===== config.mk =====
export PLATFORM = sky130hd
export DESIGN_NAME = alu_result_stage_flat
export DESIGN_NICKNAME = d
export VERILOG_FILES = /design/src/rtl/alu_result_if.sv /design/src/rtl/alu_result_stage.sv /design/src/flat_wrapper.sv
export SDC_FILE = /design/constraint.sdc
export NUM_CORES = 1
export LEC_CHECK = 0
export CAP_MARGIN = 20
export CORE_UTILIZATION = 23
export DETAILED_ROUTE_END_ITERATION = 8
export PLACE_DENSITY = 0.49
export SYNTH_ARGS = -nofsm -noshare
export SYNTH_HDL_FRONTEND = slang
export SYNTH_SLANG_ARGS = --single-unit

===== constraint.sdc =====
create_clock -name clk -period 1.6 [get_ports clk]
set_input_delay 0.32 -clock clk [delete_from_list [all_inputs] [get_ports clk]]
set_output_delay 0.32 -clock clk [all_outputs]
set_load 0.05 [all_outputs]

===== src/rtl/alu_result_if.sv =====
// Result bus between the ALU bitslice chain and the result stage, and from the stage downstream.
// Ports: in_valid/in_ready handshake with in_f, in_cout, in_ctrl, in_cin, in_a_msb, in_b_msb;
//        out_valid/out_ready handshake with out_f, out_z/n/c/v; last_flags status.
// Modport slave is the stage side, master is the driver/consumer side.
interface alu_result_if #(
  parameter int unsigned WIDTH = 8
) ();
  logic             in_valid;
  logic             in_ready;
  logic [WIDTH-1:0] in_f;
  logic             in_cout;
  logic [1:0]       in_ctrl;
  logic             in_cin;
  logic             in_a_msb;
  logic             in_b_msb;

  logic             out_valid;
  logic             out_ready;
  logic [WIDTH-1:0] out_f;
  logic             out_z;
  logic             out_n;
  logic             out_c;
  logic             out_v;
  logic [3:0]       last_flags;

  modport slave (
    input  in_valid, in_f, in_cout, in_ctrl, in_cin, in_a_msb, in_b_msb, out_ready,
    output in_ready, out_valid, out_f, out_z, out_n, out_c, out_v, last_flags
  );

  modport master (
    output in_valid, in_f, in_cout, in_ctrl, in_cin, in_a_msb, in_b_msb, out_ready,
    input  in_ready, out_valid, out_f, out_z, out_n, out_c, out_v, last_flags
  );
endinterface


===== src/rtl/alu_result_stage.sv =====
// ALU result stage: 2-entry FIFO that captures the bitslice chain result, computes
// Z/N/C/V at enqueue and presents the head entry with registered outputs.
// Ports: clk, reset (sync, active-high), bus (alu_result_if.slave) carrying the
//        upstream result handshake, the downstream result handshake and last_flags.
module alu_result_stage #(
  parameter int unsigned WIDTH = 8
) (
  input logic         clk,
  input logic         reset,
  alu_result_if.slave bus
);

  localparam int unsigned DEPTH = 2;
  localparam int unsigned CW    = 2;
  localparam int unsigned FLW   = 4;

  logic [WIDTH-1:0] mem_f_q  [DEPTH];
  logic [WIDTH-1:0] mem_f_d  [DEPTH];
  logic [FLW-1:0]   mem_fl_q [DEPTH];
  logic [FLW-1:0]   mem_fl_d [DEPTH];
  logic             wr_ptr_q, wr_ptr_d;
  logic             rd_ptr_q, rd_ptr_d;
  logic [CW-1:0]    count_q, count_d;
  logic             in_ready_q, out_valid_q;
  logic [WIDTH-1:0] out_f_q, out_f_d;
  logic [FLW-1:0]   out_fl_q, out_fl_d;
  logic [FLW-1:0]   last_q, last_d;
  logic             enq, deq;
  logic             flag_z, flag_n, flag_c, flag_v;
  logic [FLW-1:0]   new_flags;

  // Flags of the incoming result; carry/overflow only meaningful for the arithmetic ctrl.
  always_comb begin
    flag_z = (bus.in_f == '0);
    flag_n = bus.in_f[WIDTH-1];
    flag_c = 1'b0;
    flag_v = 1'b0;
    if (bus.in_ctrl == 2'b00) begin
      flag_c = bus.in_cout;
      // cin=1 selects subtract: overflow when operand signs differ instead of match
      flag_v = (bus.in_cin ? (bus.in_a_msb != bus.in_b_msb) : (bus.in_a_msb == bus.in_b_msb))
               && (bus.in_f[WIDTH-1] != bus.in_a_msb);
    end
    new_flags = {flag_z, flag_n, flag_c, flag_v};
  end

  // FIFO next state; the head of the next state is precomputed so outputs stay registered.
  always_comb begin
    mem_f_d  = mem_f_q;
    mem_fl_d = mem_fl_q;
    wr_ptr_d = wr_ptr_q;
    rd_ptr_d = rd_ptr_q;
    out_f_d  = '0;
    out_fl_d = '0;
    last_d   = last_q;

    // in_ready_q always mirrors count<2, so no combinational path from out_ready
    enq = bus.in_valid && in_ready_q;
    deq = out_valid_q && bus.out_ready;

    if (enq) begin
      mem_f_d[wr_ptr_q]  = bus.in_f;
      mem_fl_d[wr_ptr_q] = new_flags;
      wr_ptr_d           = ~wr_ptr_q;
    end
    if (deq) begin
      rd_ptr_d = ~rd_ptr_q;
      last_d   = out_fl_q;
    end

    count_d = count_q + CW'(enq) - CW'(deq);

    if (count_d != '0) begin
      out_f_d  = mem_f_d[rd_ptr_d];
      out_fl_d = mem_fl_d[rd_ptr_d];
    end
  end

  // State and output registers
  always_ff @(posedge clk) begin
    if (reset) begin
      for (int i = 0; i < int'(DEPTH); i++) begin
        mem_f_q[i]  <= '0;
        mem_fl_q[i] <= '0;
      end
      wr_ptr_q    <= 1'b0;
      rd_ptr_q    <= 1'b0;
      count_q     <= '0;
      in_ready_q  <= 1'b1;
      out_valid_q <= 1'b0;
      out_f_q     <= '0;
      out_fl_q    <= '0;
      last_q      <= '0;
    end else begin
      mem_f_q     <= mem_f_d;
      mem_fl_q    <= mem_fl_d;
      wr_ptr_q    <= wr_ptr_d;
      rd_ptr_q    <= rd_ptr_d;
      count_q     <= count_d;
      in_ready_q  <= (count_d != CW'(DEPTH));
      out_valid_q <= (count_d != '0);
      out_f_q     <= out_f_d;
      out_fl_q    <= out_fl_d;
      last_q      <= last_d;
    end
  end

  assign bus.in_ready   = in_ready_q;
  assign bus.out_valid  = out_valid_q;
  assign bus.out_f      = out_f_q;
  assign bus.out_z      = out_fl_q[3];
  assign bus.out_n      = out_fl_q[2];
  assign bus.out_c      = out_fl_q[1];
  assign bus.out_v      = out_fl_q[0];
  assign bus.last_flags = last_q;

endmodule


===== src/flat_wrapper.sv =====
// flat-port wrapper written by rule: the top's interface ports become plain ports
module alu_result_stage_flat 
#(
  parameter int unsigned WIDTH = 8
)
  (clk, reset, bus_in_valid, bus_in_f, bus_in_cout, bus_in_ctrl, bus_in_cin, bus_in_a_msb, bus_in_b_msb, bus_out_ready, bus_in_ready, bus_out_valid, bus_out_f, bus_out_z, bus_out_n, bus_out_c, bus_out_v, bus_last_flags);
  alu_result_if #(.WIDTH(WIDTH)) bus_i ();
  input logic clk;
  input logic reset;
  input wire logic [$bits(bus_i.in_valid)-1:0] bus_in_valid;
  input wire logic [$bits(bus_i.in_f)-1:0] bus_in_f;
  input wire logic [$bits(bus_i.in_cout)-1:0] bus_in_cout;
  input wire logic [$bits(bus_i.in_ctrl)-1:0] bus_in_ctrl;
  input wire logic [$bits(bus_i.in_cin)-1:0] bus_in_cin;
  input wire logic [$bits(bus_i.in_a_msb)-1:0] bus_in_a_msb;
  input wire logic [$bits(bus_i.in_b_msb)-1:0] bus_in_b_msb;
  input wire logic [$bits(bus_i.out_ready)-1:0] bus_out_ready;
  output wire logic [$bits(bus_i.in_ready)-1:0] bus_in_ready;
  output wire logic [$bits(bus_i.out_valid)-1:0] bus_out_valid;
  output wire logic [$bits(bus_i.out_f)-1:0] bus_out_f;
  output wire logic [$bits(bus_i.out_z)-1:0] bus_out_z;
  output wire logic [$bits(bus_i.out_n)-1:0] bus_out_n;
  output wire logic [$bits(bus_i.out_c)-1:0] bus_out_c;
  output wire logic [$bits(bus_i.out_v)-1:0] bus_out_v;
  output wire logic [$bits(bus_i.last_flags)-1:0] bus_last_flags;
  assign bus_i.in_valid = bus_in_valid;
  assign bus_i.in_f = bus_in_f;
  assign bus_i.in_cout = bus_in_cout;
  assign bus_i.in_ctrl = bus_in_ctrl;
  assign bus_i.in_cin = bus_in_cin;
  assign bus_i.in_a_msb = bus_in_a_msb;
  assign bus_i.in_b_msb = bus_in_b_msb;
  assign bus_i.out_ready = bus_out_ready;
  assign bus_in_ready = bus_i.in_ready;
  assign bus_out_valid = bus_i.out_valid;
  assign bus_out_f = bus_i.out_f;
  assign bus_out_z = bus_i.out_z;
  assign bus_out_n = bus_i.out_n;
  assign bus_out_c = bus_i.out_c;
  assign bus_out_v = bus_i.out_v;
  assign bus_last_flags = bus_i.last_flags;
  alu_result_stage #(.WIDTH(WIDTH)) u_core (.clk(clk), .reset(reset), .bus(bus_i));
endmodule

* Word-level counts from Yosys, hierarchy flattened
Cells that the tools add are included.
** Storage, ports and cells
- Register bits :: 46
- Input port bits :: 18
- Logic and storage cells :: 52
** Cells by class
- $add $sub $neg :: 2
- $lt $le $gt $ge :: 3
- Equal/unequal tests :: 4
- Mux-type cells :: 18
- Bitwise gates (word level) :: 5
- Reductions and logical operators :: 8
** Operators with widths (number)
- 8-bit two-way mux :: 5
- 16-bit bitwise mux :: 1
- 16-bit two-way mux :: 1
- 4-bit two-way mux :: 4
- 8-bit bitwise mux :: 1
- 8-bit demux with 1-bit select :: 1
- 8-bit zero test :: 1
- 4-bit demux with 1-bit select :: 1
- 2-bit >= comparator, second input constant :: 2
- 1-bit logical AND :: 4
- 1-bit two-way mux :: 4
- 1-bit NOT with 2-bit output :: 2
- 1-bit NOT :: 3
- 2-bit by 1-bit adder with 2-bit output :: 1
- 2-bit zero test :: 1
- 2-bit by 1-bit less-than comparator with 1-bit output, second input constant :: 1
- 1-bit != test :: 2
- 2-bit != test, second input constant :: 1
- 2-bit nonzero test :: 1
- 2-bit OR reduction :: 1
- 2-bit by 1-bit subtractor with 2-bit output :: 1
- 1-bit equality test :: 1

* Longest topological paths before layout
Gate-level depths: netlist of run 1.
- Depth after elaboration :: 10
- Gate-level depth with buffers :: 10
- Mapped depth without buffers :: 8

* Worst setup path after synthesis of run 1
No wires, ideal clock.
- Path kind :: register to register
- From :: register u_core.in_ready_q (netlist: u_core.bus.in_ready)
- To :: register u_core.out_f_q[7] (netlist: u_core.bus.out_f[7])
- Setup time :: 0.126 ns
- Arrival :: 1.992 ns
- Data required time :: 1.474 ns
- Setup slack :: -0.518 ns
- Cell stages (with the launch flop) :: 9
- Path through :: dfxtp_1 > nand2_1 > inv_1 > ha_1 > xor2_1 > xnor2_1 > o21bai_1 > buf_2 > nor3_1
** On the way
- Longest elaborated chain between the ends :: 6
- Elaborated cells between the ends (all ways) :: 10
- Those cells by class :: add/sub: 2; mux: 4; bitwise: 1; reduce/logical: 3
** RTL lines
- from (decl) :: RTL line alu_result_stage.sv:24 : logic in_ready_q, out_valid_q;
- from (signal assigned) :: RTL line alu_result_stage.sv:100 : in_ready_q <= (count_d != CW'(DEPTH));
- 1-bit logical AND (*) :: RTL line alu_result_stage.sv:58 : enq = bus.in_valid && in_ready_q;
- named net u_core.enq :: RTL line alu_result_stage.sv:28 : logic enq, deq;
- 2-bit by 1-bit adder with 2-bit output :: RTL line alu_result_stage.sv:71 : count_d = count_q + CW'(enq) - CW'(deq);
- 2-bit by 1-bit subtractor with 2-bit output :: RTL line alu_result_stage.sv:71
- 2-bit nonzero test :: RTL line alu_result_stage.sv:73 : if (count_d != '0) begin
- 1-bit NOT (no source line)
- 2-bit OR reduction (no source line)
- to (signal assigned) :: RTL line alu_result_stage.sv:102 : out_f_q <= out_f_d;
- to (decl) :: RTL line alu_result_stage.sv:25 : logic [WIDTH-1:0] out_f_q, out_f_d;
Mark *: on every way through the listed nets, which the timed path passes. The rest lies on a longest branch. The select of a mux whose other input is x is not followed.
A chain may end at the register's enable or synchronous reset.

* Worst setup path after layout of run 1
- From :: register u_core.out_valid_q (netlist: u_core.bus.out_valid)
- To :: register u_core.out_f_q[7] (netlist: u_core.bus.out_f[7])
** On the way
- Longest elaborated chain between the ends :: 6
- Elaborated cells between the ends (all ways) :: 10
- Those cells by class :: add/sub: 1; mux: 4; bitwise: 2; reduce/logical: 3
** RTL lines
- from (decl) :: RTL line alu_result_stage.sv:24
- from (signal assigned) :: RTL line alu_result_stage.sv:101 : out_valid_q <= (count_d != '0);
- 1-bit logical AND (*) :: RTL line alu_result_stage.sv:59 : deq = out_valid_q && bus.out_ready;
- branches (longest 5 deep; another with 2-bit by 1-bit subtractor with 2-bit output)
Every way passes the cells marked *. The select of a mux whose other input is x is not followed.

==> qor.yml, run 1 <==
grt:
  grt_usage_pct: 12.84
  antenna_found_initial: 0
  grt_pass1_wl_um: 8211
  overflow: 0
  grt_pass1_vias: 1620
  grt_start_max_net_pins: 25
cells_and_area:
  area_growth_syn_to_layout_pct: 45.88
  antennaDiodeCount: 0
  final_nets: 294
  layout-drive-gt1-share_pct: 30.07
  finish.instance_area_um2: 2638
  most-common-layout-cells: "buf_4, nand2_1, dfxtp_1"
  final_common_cell: "buf_4"
floorplanning:
  die-area_um2: 8219
  num_rows: 31
  coreArea_um2: 7408
  die-width_um: 90.66
  ioPinCount: 36
  start_util_pct: 24.40
  die_h_um: 90.66
timing:
  worst_pin_slew_ns: 0.4109
  finalHoldViolCount: 0
  period_share_pct: 99.80
  whs_ns: 0.4559
  rsz0062_at_grt: "true"
  fmax_ghz: 0.6263
  slew_headroom_pct: 72.40
  finalSetupViolCount: 0
  fin_ws_ns: 0.003269
  slew_violations: 0
  fin_skew_ns: 0.006899
  min_period_ns: 1.597
route:
  wl_um: 4932
  vias: 1662
  drc: 0
  post_drt_via_cell_ratio: 4.432
  drtIter0Drc: 74
  detail-route-antenna-nets: 0
  first_pass_iters: 4
  routedWlPerCell_um: 13.15
synth:
  async_flop_share_pct: 0
  synth-seq-cells: 46
  synthCells: 210
  yosys.area.top_type: "dfxtp_1"
  synth-edff-count: 0
  yosysWarnings: 0
  synth_cell_types: 35
  syn_area_per_cell_um2: 8.609
  synth_simple_gate_area_share_pct: 25.54
  ys.flop_type: "dfxtp_1"
  synth.area.mux_share_pct: 0.5536
  ys_seq_area_share_pct: 50.93
  syn_area_um2: 1808
  synth_top_area_share_pct: 50.93
  synth-xor-area-share_pct: 3.253
  synth.area.top_cells: "dfxtp_1, nand2_1, a21oi_1"
  synthesis.nets: 229
  yosys.area_share.adder_pct: 0.6920
  synth_compound_area_share_pct: 14.88
  synth_top_family_by_area: "simple AND/OR/NAND/NOR gates"
critical_path:
  required_ns: 1.77
  cp_data_arrival_time_ns: 1.77
  path_max_fanout: 8
  crit_type: "reg -> reg"
  crit_path_end_kind: "flip-flop"
  crit_path_start_kind: "flip-flop"
  r2r_slack_ns: 0.003
clock_tree:
  clk_latency_ns: 0.30
  cts_hold_buf: 0
  cts_root_buffer: "clkbuf_8"
  htreeDepth: 2
  cts_tree: "yes"
  clock_path_buffers: 2
  cts_buffers: 5
  path_clk_slew_ns: 0.08
  clock-sinks: 46
run:
  maxCapViolCount: 0
place:
  port_buffers: 35
  place.gp.congestion: 0.7723
  hpwl_um: 3587
  placed_cell_area_um2: 2455
  pre_cts_ws_ns: -0.5667
pwr:
  pwr-share-clk_pct: 19.9
  pwr-share-seq_pct: 34.1
  leakage_nw: 1.044
  switching_power_w: 0.001739
  comb_power_share_pct: 46.1
  power.density_nw_per_um2: 1685
  p_total_w: 0.004443
  swShare_pct: 39.15
  vdd_ir_drop_max_uv: 448.4
  power.internal_w: 0.002704
run_status:
  status: "complete, no violations"
worst_hold_path:
  hp-class: "reg -> reg"
==> routing by layer <==
layer | GRT usage (%) | vias to the layer above | share of wire (%)
met5 | 0 | - | 0
met2 | 20.33 | 36 | 47
met4 | 3.226 | 0 | 0.83
li1 | - | 851 | -
met3 | 3.283 | 5 | 5.3
met1 | 17.28 | 770 | 47
==> sequential cells by signal, indices dropped and copies added (netlist names) <==
signal and count:
u_core.mem_f_q 16, u_core.mem_fl_q 8, u_core.count_q 2, u_core.rd_ptr_q 1
u_core.out_fl_q 4, u_core.wr_ptr_q 1, u_core.bus.in_ready 1, u_core.bus.last_flags 4
u_core.bus.out_f 8, u_core.bus.out_valid 1
==> kinds of logic after synthesis <==
logic type,Yosys count
mux,1
flops,46
fa+ha+maj,1
simple gates,97
buf+inv,14
compound gates,46
xor+xnor,5
==> power by group through the flow <==
stage | Combinational [W] | Sequential [W] | Clock (W)
floorplan | 0.000773 | 0.00197 | 0
global placement | 0.00194 | 0.00154 | 0
detailed placement | 0.00195 | 0.00153 | 0
CTS | 0.00200 | 0.00151 | 0.000914
global route | 0.00220 | 0.00154 | 0.000976
finish | 0.00205 | 0.00151 | 0.000883
==> final cells by class <==
| class | count | area (um2) |
|---|---|---|
| multi-input combinational | 150 | 879.6 |
| clock buffer | 7 | 86.33 |
| timing repair buffer | 70 | 580.6 |
| sequential | 46 | 929.6 |
| inverter | 2 | 7.507 |
| clock inverter | 1 | 30.03 |
| fill | 776 | 4771 |
| tap | 99 | 123.9 |
==> critical path: stages, from the launching register on <==
cell and delay, ns:
dfxtp_4 0.36, nand3b_1 0.11, nand2_1 0.07, ha_2 0.18, xor2_2 0.17, xnor2_1 0.13, o21bai_1 0.21, buf_6 0.19
nor3_2 0.05
==> synth_stat cells, types with 2 or more instances <==
| master | instances |
|---|---|
| dfxtp_1 | 46 |
| nor3_1 | 19 |
| and3_1 | 3 |
| a22oi_1 | 2 |
| nand2_1 | 46 |
| xor2_1 | 2 |
| or4_1 | 2 |
| a21oi_1 | 27 |
| nand2b_1 | 3 |
| o22ai_1 | 9 |
| inv_1 | 2 |
| nand3b_1 | 5 |
| buf_4 | 3 |
| nor2b_1 | 2 |
| a211oi_1 | 3 |
| buf_2 | 3 |
| nand3_1 | 6 |
| clkbuf_1 | 5 |
| nor2_1 | 6 |
==> final timing paths <==
| kind | cells past startpoint | startpoint | end |
|---|---|---|---|
| setup / recovery | 8 | u_core.bus.out_valid$_SDFF_PP0_ | u_core.bus.out_f[7]$_SDFF_PP0_ |
| hold / removal | 2 | u_core.bus.last_flags[1]$_SDFFE_PP0P_ | u_core.bus.last_flags[1]$_SDFFE_PP0P_ |
| setup reg to reg | 8 | u_core.bus.out_valid$_SDFF_PP0_ | u_core.bus.out_f[7]$_SDFF_PP0_ |
| hold reg to reg | 2 | u_core.bus.last_flags[1]$_SDFFE_PP0P_ | u_core.bus.last_flags[1]$_SDFFE_PP0P_ |
==> metrics by stage <==
stage | TNS [ns] | cells | util (%)
after global placement | -10.00 | 366 | 33.14
after detailed placement | -10.62 | 366 | 33.14
after floorplan | -1.704 | 210 | -
after CTS | 0 | 374 | 35.06
after global routing | -1.741 | 375 | 35.60
final | 0 | 375 | 35.60
==> what timing repair did <==
| action | CTS | global route |
|---|---|---|
| setup buffers | 0 | 1 |
| resized for setup | 9 | 8 |
| setup endpoints to repair | 14 | 13 |
| pin swaps | 5 | 5 |
| cloned | 0 | 0 |
Power figures use the tool's default switching activity.
==> run 2, diff against run 1 <==
--- a/config.mk
+++ b/config.mk
@@ -9,6 +9,7 @@
 export CORE_UTILIZATION = 23
 export DETAILED_ROUTE_END_ITERATION = 8
 export PLACE_DENSITY = 0.49
+export SETUP_SLACK_MARGIN = 0.1
 export SYNTH_ARGS = -nofsm -noshare
 export SYNTH_HDL_FRONTEND = slang
 export SYNTH_SLANG_ARGS = --single-unit
==> qor.yml, run 2 (synthesized netlist as in run 1, its figures left out) <==
pwr:
  leakage_nw: 1.043  # about the same
  comb_power_share_pct: 46.1  # about the same
  power.density_nw_per_um2: 1678  # -0.37%
  swShare_pct: 39.11  # -0.044 points
  vdd_ir_drop_max_uv: 448.3  # about the same
  pwr-share-seq_pct: 34.1  # about the same
  power.internal_w: 0.002706  # about the same
  pwr-share-clk_pct: 19.9  # about the same
  switching_power_w: 0.001738  # -0.11%
grt:
  grt_pass1_wl_um: 8273  # +0.76%
  grtUsageMet3_pct: 3.283  # unchanged
  antenna_found_initial: 0  # unchanged
  grt_pass1_vias: 1631  # +0.68%
  grt-busiest-layer: "met2"
  met1_usage_pct: 17.28  # unchanged
  overflow: 0  # unchanged
  grt_usage_pct: 12.94  # +0.11 points
  grt_start_max_net_pins: 25  # unchanged
  gr-usage-met2_pct: 20.71  # +0.38 points
timing:
  slew_headroom_pct: 72.38  # about the same
  fmax_ghz: 0.6304  # +0.66%
  rsz0062_at_grt: "true"
  finalHoldViolCount: 0  # unchanged
  slew_violations: 0  # unchanged
  finalSetupViolCount: 0  # unchanged
  period_share_pct: 99.14  # -0.65 points
  worst_pin_slew_ns: 0.4112  # +0.0003078 ns
  min_period_ns: 1.586  # -0.01041 ns
  tns_ns: 0  # unchanged
  fin_skew_ns: 0.006632  # -0.0002677 ns
place:
  hpwl_um: 3587  # unchanged
  placed_cell_area_um2: 2455  # unchanged
  placedCellCount: 366  # unchanged
  place.gp.congestion: 0.7723  # unchanged
  port_buffers: 35  # unchanged
cells_and_area:
  regArea_um2: 929.6  # unchanged
  most-common-layout-cells: "buf_4, nand2_1, dfxtp_1"
  area_growth_syn_to_layout_pct: 46.44
  largest_reg_flops: 16  # unchanged
  antennaDiodeCount: 0  # unchanged
  final_common_cell: "buf_4"
  layout-drive-gt1-share_pct: 31.16  # +1.1 points
  finish.instance_area_um2: 2648  # +0.38%
  max_flop_register: "u_core.mem_f_q"
  stdcell_count: 375  # unchanged
  final_nets: 294  # unchanged
  multi_input_area_um2: 889.6  # +1.1%
  fill_cells: 769  # -0.90%
critical_path:
  crit_path_end_kind: "flip-flop"
  cp_data_arrival_time_ns: 1.80  # +0.03 ns
  path_cells: "nand3b_1 > nand2_1 > ha_2 > xor2_2 > xnor2_1 > o21bai_1 > buf_4 > a31oi_1"
  required_ns: 1.82  # +0.05 ns
  max_stage_delay_ns: 0.36  # about the same
  path_max_fanout: 5  # -3
  crit_path_start_kind: "flip-flop"
  cp_slowest_cell: "dfxtp_4"
  crit_type: "reg -> reg"
route:
  first_pass_iters: 4  # unchanged
  routedWlPerCell_um: 13.21  # +0.43%
  wl_um: 4953  # +0.43%
  detail-route-antenna-nets: 0  # unchanged
  drtIter0Drc: 68  # -8.1%
  drc: 0  # unchanged
  post_drt_via_cell_ratio: 4.453  # +0.48%
  vias: 1670  # +0.48%
floorplanning:
  coreArea_um2: 7408  # unchanged
  die-area_um2: 8219  # unchanged
  die-width_um: 90.66  # unchanged
  die_h_um: 90.66  # unchanged
  ioPinCount: 36  # unchanged
  start_util_pct: 24.40  # unchanged
  num_rows: 31  # unchanged
clock_tree:
  cts_root_buffer: "clkbuf_8"
  path_clk_slew_ns: 0.08  # about the same
  clock_path_buffers: 2  # unchanged
  cts_hold_buf: 0  # unchanged
  cts_tree: "yes"
  cts_buffers: 5  # unchanged
  htreeDepth: 2  # unchanged
  clk_latency_ns: 0.29  # about the same
  clock-sinks: 46  # unchanged
worst_hold_path:
  hp-class: "reg -> reg"
run_status:
  status: "complete, no violations"
run:
  maxCapViolCount: 0  # unchanged
-- run 2: changes by cell type in the layout (fill, tap and decap cells not counted) --
cell	change
nor3_1	+1
a22oi_1	-1
or4_4	+1
nor2b_1	-1
mux2i_2	+1
a22oi_2	+1
nor3_2	-1
or4_1	-1
mux2i_1	-1
nor2b_2	+1
-- run 2: final timing paths --
path / end / depth (start not counted) / slack [ns] / start
worst max register to register: u_core.out_fl_q[3]$_SDFF_PP0_ / 8 / 0.01 / u_core.bus.out_valid$_SDFF_PP0_
worst min-delay path: u_core.bus.last_flags[1]$_SDFFE_PP0P_ / 2 / 0.46 / u_core.bus.last_flags[1]$_SDFFE_PP0P_
worst min register to register: u_core.bus.last_flags[1]$_SDFFE_PP0P_ / 2 / 0.46 / u_core.bus.last_flags[1]$_SDFFE_PP0P_
worst max-delay path: u_core.out_fl_q[3]$_SDFF_PP0_ / 8 / 0.01 / u_core.bus.out_valid$_SDFF_PP0_
-- run 2: per-stage QoR --
step	utilization, %	power [W]	hold WS (ns)	setup WS (ns)
4_1_cts	35.48	0.004472	0.4612	0.01924
2_1_floorplan	-	0.002747	0.3916	-0.1771
6_report	35.74	0.004443	0.4558	0.01368
5_1_grt	35.74	0.004719	0.4762	-0.1310
3_5_place_dp	33.14	0.003483	0.4474	-0.5667
3_3_place_gp	33.14	0.003480	0.4418	-0.5090
-- run 2: repair_timing --
action,in CTS,in global routing
buffers inserted,1,0
endpoints found under the setup margin,20,15
resized for setup,16,4
pin swaps,8,6
-- run 2: worst max-delay path, delay by kind of cell (launching register included) --
kind                       cells  cell delay [ns]
AOI/OAI and AO/OA              2             0.29
adders and majority gates      1             0.18
and+or+nand+nor                2             0.17
xor gates and xnor gates       2             0.34
DFF                            1             0.36
buffers and inverters          1             0.17
-- run 2: metal layers --
metal	part of all wire, %	routed length [um]
met3	5.4	265
met4	0.83	41
met2	46	2270
met1	48	2375
met5	0	0
-- run 2: cell type report --
cell class	instances	area share [%]
sequential	46	35.11
clock inverter	1	1.134
timing repair buffer	70	21.93
clock buffer	7	3.261
inverter	2	0.2836
multi-input combinational	150	33.60
tap	99	4.679
-- run 2: power groups by stage --
stage	clock [W]	sequential [W]	combinational, W
after CTS	0.000914	0.00151	0.00205
after detailed placement	0	0.00153	0.00195
after floorplan	0	0.00197	0.000773
after global placement	0	0.00154	0.00194
final	0.000884	0.00151	0.00205
after global routing	0.000976	0.00154	0.00220
